==> src/rtl/pipeline_pkg.sv <==
// Shared pipeline definitions: word width, MEM-stage FSM states and the
// default memory timeout.
package pipeline_pkg;

    localparam int XLEN            = 32;
    localparam int TIMEOUT_DEFAULT = 255;

    typedef enum logic {
        S_IDLE   = 1'b0,
        S_ACCESS = 1'b1
    } mem_state_e;

    // Memory is word-addressed on the bus; byte offset bits are forced to zero.
    function automatic logic [XLEN-1:0] word_addr(input logic [XLEN-1:0] byte_addr);
        return {byte_addr[XLEN-1:2], 2'b00};
    endfunction

endpackage

==> src/rtl/mem_wb_reg.sv <==
// MEM/WB pipeline register: load captures all fields, bubble clears the
// control fields only, otherwise the register holds.
module mem_wb_reg
    import pipeline_pkg::*;
(
    input  logic            clk,
    input  logic            reset,
    input  logic            load,
    input  logic            bubble,
    input  logic [XLEN-1:0] read_data_in,
    input  logic [XLEN-1:0] alu_result_in,
    input  logic [4:0]      write_reg_in,
    input  logic            reg_write_in,
    input  logic            mem_to_reg_in,
    output logic [XLEN-1:0] read_data_out,
    output logic [XLEN-1:0] alu_result_out,
    output logic [4:0]      write_reg_out,
    output logic            reg_write_out,
    output logic            mem_to_reg_out
);

    logic [XLEN-1:0] read_data_d,  read_data_q;
    logic [XLEN-1:0] alu_result_d, alu_result_q;
    logic [4:0]      write_reg_d,  write_reg_q;
    logic            reg_write_d,  reg_write_q;
    logic            mem_to_reg_d, mem_to_reg_q;

    always_comb begin
        read_data_d  = read_data_q;
        alu_result_d = alu_result_q;
        write_reg_d  = write_reg_q;
        reg_write_d  = reg_write_q;
        mem_to_reg_d = mem_to_reg_q;
        if (load) begin
            read_data_d  = read_data_in;
            alu_result_d = alu_result_in;
            write_reg_d  = write_reg_in;
            reg_write_d  = reg_write_in;
            mem_to_reg_d = mem_to_reg_in;
        end else if (bubble) begin
            write_reg_d  = '0;
            reg_write_d  = 1'b0;
            mem_to_reg_d = 1'b0;
        end
    end

    always_ff @(posedge clk) begin
        if (reset) begin
            read_data_q  <= '0;
            alu_result_q <= '0;
            write_reg_q  <= '0;
            reg_write_q  <= 1'b0;
            mem_to_reg_q <= 1'b0;
        end else begin
            read_data_q  <= read_data_d;
            alu_result_q <= alu_result_d;
            write_reg_q  <= write_reg_d;
            reg_write_q  <= reg_write_d;
            mem_to_reg_q <= mem_to_reg_d;
        end
    end

    assign read_data_out  = read_data_q;
    assign alu_result_out = alu_result_q;
    assign write_reg_out  = write_reg_q;
    assign reg_write_out  = reg_write_q;
    assign mem_to_reg_out = mem_to_reg_q;

endmodule

==> src/rtl/mem_access_stage.sv <==
// MEM pipeline stage: issues one data-memory request per load/store, stalls
// the front of the pipeline until ack or timeout, and feeds MEM/WB.
module mem_access_stage
    import pipeline_pkg::*;
#(
    parameter int TIMEOUT_CYCLES = TIMEOUT_DEFAULT
) (
    input  logic            clk,
    input  logic            reset,
    input  logic [XLEN-1:0] alu_result_in,
    input  logic [XLEN-1:0] write_data_in,
    input  logic [4:0]      write_reg_in,
    input  logic            reg_write_in,
    input  logic            mem_read_in,
    input  logic            mem_write_in,
    input  logic            mem_to_reg_in,
    output logic            dmem_req,
    output logic            dmem_we,
    output logic [XLEN-1:0] dmem_addr,
    output logic [XLEN-1:0] dmem_wdata,
    input  logic            dmem_ack,
    input  logic [XLEN-1:0] dmem_rdata,
    output logic            stall,
    output logic [XLEN-1:0] read_data_out,
    output logic [XLEN-1:0] alu_result_out,
    output logic [4:0]      write_reg_out,
    output logic            reg_write_out,
    output logic            mem_to_reg_out,
    output logic            err_align,
    output logic            err_timeout
);

    localparam int CNT_W = ($clog2(TIMEOUT_CYCLES) > 8) ? $clog2(TIMEOUT_CYCLES) : 8;

    mem_state_e      state_d, state_q;
    logic            req_d, req_q;
    logic            we_d, we_q;
    logic [XLEN-1:0] addr_d, addr_q;
    logic [XLEN-1:0] wdata_d, wdata_q;
    logic [CNT_W-1:0] cnt_d, cnt_q;
    logic            err_align_d, err_align_q;
    logic            err_timeout_d, err_timeout_q;

    logic            memop, aligned, timeout_hit;
    logic            wb_load, wb_bubble;
    logic [XLEN-1:0] wb_rdata;

    assign memop       = mem_read_in | mem_write_in;
    assign aligned     = (alu_result_in[1:0] == 2'b00);
    assign timeout_hit = (cnt_q == CNT_W'(TIMEOUT_CYCLES - 1));

    always_comb begin
        state_d       = state_q;
        req_d         = req_q;
        we_d          = we_q;
        addr_d        = addr_q;
        wdata_d       = wdata_q;
        cnt_d         = cnt_q;
        err_align_d   = err_align_q;
        err_timeout_d = err_timeout_q;
        wb_load       = 1'b0;
        wb_bubble     = 1'b0;
        wb_rdata      = '0;
        stall         = 1'b0;
        case (state_q)
            S_IDLE: begin
                if (!memop) begin
                    wb_load = 1'b1;
                end else if (aligned) begin
                    stall   = 1'b1;
                    wb_bubble = 1'b1;
                    req_d   = 1'b1;
                    // A simultaneous read+write is treated as a store.
                    we_d    = mem_write_in;
                    addr_d  = word_addr(alu_result_in);
                    wdata_d = write_data_in;
                    cnt_d   = '0;
                    state_d = S_ACCESS;
                end else begin
                    wb_bubble   = 1'b1;
                    err_align_d = 1'b1;
                end
            end
            S_ACCESS: begin
                if (dmem_ack) begin
                    wb_load  = 1'b1;
                    wb_rdata = we_q ? '0 : dmem_rdata;
                    req_d    = 1'b0;
                    cnt_d    = '0;
                    state_d  = S_IDLE;
                end else if (timeout_hit) begin
                    wb_bubble     = 1'b1;
                    req_d         = 1'b0;
                    err_timeout_d = 1'b1;
                    cnt_d         = '0;
                    state_d       = S_IDLE;
                end else begin
                    stall     = 1'b1;
                    wb_bubble = 1'b1;
                    if (cnt_q != '1) cnt_d = cnt_q + CNT_W'(1);
                end
            end
            default: state_d = S_IDLE;
        endcase
        if (reset) stall = 1'b0;
    end

    always_ff @(posedge clk) begin
        if (reset) begin
            state_q       <= S_IDLE;
            req_q         <= 1'b0;
            we_q          <= 1'b0;
            addr_q        <= '0;
            wdata_q       <= '0;
            cnt_q         <= '0;
            err_align_q   <= 1'b0;
            err_timeout_q <= 1'b0;
        end else begin
            state_q       <= state_d;
            req_q         <= req_d;
            we_q          <= we_d;
            addr_q        <= addr_d;
            wdata_q       <= wdata_d;
            cnt_q         <= cnt_d;
            err_align_q   <= err_align_d;
            err_timeout_q <= err_timeout_d;
        end
    end

    assign dmem_req    = req_q;
    assign dmem_we     = we_q;
    assign dmem_addr   = addr_q;
    assign dmem_wdata  = wdata_q;
    assign err_align   = err_align_q;
    assign err_timeout = err_timeout_q;

    mem_wb_reg u_mem_wb (
        .clk            (clk),
        .reset          (reset),
        .load           (wb_load),
        .bubble         (wb_bubble),
        .read_data_in   (wb_rdata),
        .alu_result_in  (alu_result_in),
        .write_reg_in   (write_reg_in),
        .reg_write_in   (reg_write_in),
        .mem_to_reg_in  (mem_to_reg_in),
        .read_data_out  (read_data_out),
        .alu_result_out (alu_result_out),
        .write_reg_out  (write_reg_out),
        .reg_write_out  (reg_write_out),
        .mem_to_reg_out (mem_to_reg_out)
    );

endmodule

==> config.mk <==
export PLATFORM = sky130hd
export DESIGN_NAME = mem_access_stage
export DESIGN_NICKNAME = d
export VERILOG_FILES = /design/src/rtl/pipeline_pkg.sv /design/src/rtl/mem_wb_reg.sv /design/src/rtl/mem_access_stage.sv
export SDC_FILE = /design/constraint.sdc
export NUM_CORES = 1
export LEC_CHECK = 0
export ABC_AREA = 1
export CAP_MARGIN = 15
export CORE_UTILIZATION = 40
export DETAILED_ROUTE_END_ITERATION = 10
export PLACE_DENSITY = 0.9
export SLEW_MARGIN = 5
export SYNTH_ARGS = -nofsm -noshare
export SYNTH_HDL_FRONTEND = slang
export SYNTH_SLANG_ARGS = --single-unit
==> constraint.sdc <==
create_clock -name clk -period 1.9 [get_ports clk]
set_input_delay 0.38 -clock clk [delete_from_list [all_inputs] [get_ports clk]]
set_output_delay 0.38 -clock clk [all_outputs]
set_load 0.01 [all_outputs]
==> out/results.ini <==
[floorplan]
die-area_mm2=0.01404
rows=42
ios=248
coreArea_mm2=0.01324
initial_utilization_pct=41.00
die_h_um=118.5
die_w_um=118.5

[cells_and_area]
layout-drive-gt1-share_pct=7.923
final_area_mm2=0.008751
n_antenna_cell=0
fin_cells=1110
nets=1032
area_growth_pct=61.19
num-fill-cells=1057

[critical_path]
worstSetupEndpointType=output pin
crit_end=stall
ff2ff_path_depth=7
worstSetupStartpointType=input pin
worst-setup-path-type=in2out
startpoint=alu_result_in[0]
r2r-start=state_q$_DFF_P_
worstPathArrival_ps=1500
r2r_end=dmem_addr[6]$_SDFFE_PP0P_
cp.required_ps=1520
path_max_fanout=2
rrSetupSlack_ps=250

[placement]
gp_congestion=0.8397
dpl.cell_count=1077
port_buffers=245
dp_slack_ps=-424.1
place_area_mm2=0.008099
hpwl_mm=10.63

[global_route]
antenna_found_initial=0
grt_max_degree=67
grt_pass1_vias=5208
grt_pass1_wl_mm=25.08
overflow=0
grt_usage_pct=22.47

[yosys]
yosys_warnings=0
avgSynthCellArea_um2=7.996
ys_types=25
netlist.area_leader.share_pct=53.84
synth_cells=679
synth.largest_area_cell=dfxtp_1
yosys_most_used_dff=dfxtp_1
synth.most_common_cell=dfxtp_1
synth_edf_count=0
syn_area_mm2=0.005429
synth_area_leaders=dfxtp_1, a21oi_1, nand2_1
async_flop_share_pct=0
synth.top_cells.by_count=dfxtp_1, a21oi_1, nand2_1, inv_1, o21ai_0
ys_seq_elements=146
ys_seq_area_share_pct=53.84

[timing]
fin_crit_sh_pct=98.78
final_max_slew_viol_count=0
rsz0062_at_grt=yes
min_period_ps=1877
slew-limit-headroom_pct=64.16
fmax_mhz=532.8
whs_ps=166.0
clock_skew_ps=4.870
setup_viol_count_final=0
worst_pin_slew_ps=537.6
finalHoldViolCount=0
fin_ws_ps=23.17

[route]
wl_per_cell_um=14.02
first_iter_violations=231
wirelength_mm=15.56
ant_nets=0
drc=0
vias=5305
dr.pass1.iters=5
avgViaCountPerCell=4.779

[clocking]
clk_latency_ps=410
cts_max_level=4
numCtsBuffers=17
clkTransAtPathRegs_ps=60
cts_sinks=146
cts_tree=built
clockBufferDepth=2
cts-root-buf=clkbuf_16

[pwr]
p_total_mw=7.846
leakage_nw=3.328
ir_drop_mv=0.5483
powerDensity_mw_per_mm2=896.6

[run]
drv_cap=0

[status]
outcome=finished clean

[hold_path]
hp-class=in2reg

==> per-layer routing <==
| metal | global-route usage, % | wire length, um | up-vias |
|---|---|---|---|
| met1 | 24.27 | 6222 | 2423 |
| met3 | 7.674 | 1115 | 30 |
| li1 | - | - | 2661 |
| met4 | 9.731 | 374 | 0 |
| met5 | 0 | 0 | - |
| met2 | 39.74 | 7845 | 191 |
==> how the worst min path moves through the flow <==
stage                               startpoint                          to  slack [ps]  cells after the start
floorplan                cnt_q[3]$_SDFFE_PP0P_       cnt_q[3]$_SDFFE_PP0P_         440                      2
global placement         dmem_req$_SDFFE_PP0P_       dmem_req$_SDFFE_PP0P_         450                      2
detailed placement  dmem_wdata[0]$_SDFFE_PP0P_  dmem_wdata[0]$_SDFFE_PP0P_         450                      2
CTS                                      reset             state_q$_DFF_P_         150                      2
global route                             reset             state_q$_DFF_P_         170                      2
finish                                   reset             state_q$_DFF_P_         170                      2
==> state kept, by name (all words and copies together) (netlist names) <==
signal,flops
dmem_req,1
u_mem_wb.write_reg_out,5
dmem_we,1
dmem_addr,30
u_mem_wb.read_data_out,32
u_mem_wb.alu_result_out,32
cnt_q,8
dmem_wdata,32
err_timeout,1
u_mem_wb.reg_write_out,1
u_mem_wb.mem_to_reg_out,1
err_align,1
state_q,1
==> metrics by stage <==
| step | utilization, % | setup TNS, ps |
|---|---|---|
| final | 66.08 | 0 |
| after global routing | 66.08 | -194.9 |
| after CTS | 66.01 | 0 |
| after detailed placement | 61.16 | -28420 |
| after global placement | 61.16 | -23100 |
| after floorplan | - | 0 |
==> cells in the final DEF (no fill, tap or decap), types with 3 or more instances in the layout <==
master           instances
a21oi_1                134
buf_12                   4
buf_4                   21
bufinv_16                3
clkbuf_16               17
clkbuf_8                 5
clkdlybuf4s50_1        243
dfxtp_1                145
inv_1                   81
inv_2                    5
nand2_1                 90
nand2_2                  3
nand3_1                 37
nor2_1                  22
nor2_2                   3
nor3_1                   3
o21ai_0                 52
o21ai_1                 12
or2_1                   32
==> layout make-up <==
| type | count | area, um^2 | share of cell area [%] |
|---|---|---|---|
| inverters | 86 | 322.8 | 3.689 |
| repair buffers | 270 | 2680 | 30.63 |
| clock buffers | 23 | 498.0 | 5.691 |
| flip-flops and latches | 146 | 2924 | 33.41 |
| multi-input cells | 401 | 1982 | 22.65 |
| clock inverters | 8 | 123.9 | 1.416 |
| well taps | 176 | 220.2 | 2.516 |
==> power breakdown <==
group          internal, mW  total (mW)  switching [mW]  leakage (nW)
clock                  2.23        3.47            1.24         0.302
combinational         0.590        1.07           0.482          1.83
sequential             3.22        3.30          0.0787          1.19
total                  6.05        7.85            1.80          3.33
==> cells by family (layout without fill, tap and decap cells) <==
| group | Yosys count | count (layout) | synth area share, % |
|---|---|---|---|
| other | 1 | 2 | 0.06907 |
| AO/OA/AOI/OAI | 202 | 202 | 18.92 |
| adder cells (fa/ha/maj) | 2 | 2 | 0.4609 |
| XOR/XNOR | 1 | 1 | 0.1614 |
| AND/OR/NAND/NOR | 194 | 194 | 16.43 |
| buffers and inverters | 133 | 387 | 10.12 |
| flip-flops | 146 | 146 | 53.84 |
==> what timing repair did <==
item,CTS,global route
pin swaps,2,3
hold buffers,0,0
buffers inserted,2,0
resized for setup,10,1
endpoints found under the setup margin,1,7
==> critical path: stages <==
cell,delay (ps)
clkdlybuf4s50_1,430
nor2_2,250
nand3_4,110
a21oi_2,170
buf_2,160
Note: power is estimated with default switching activity, not from simulation.
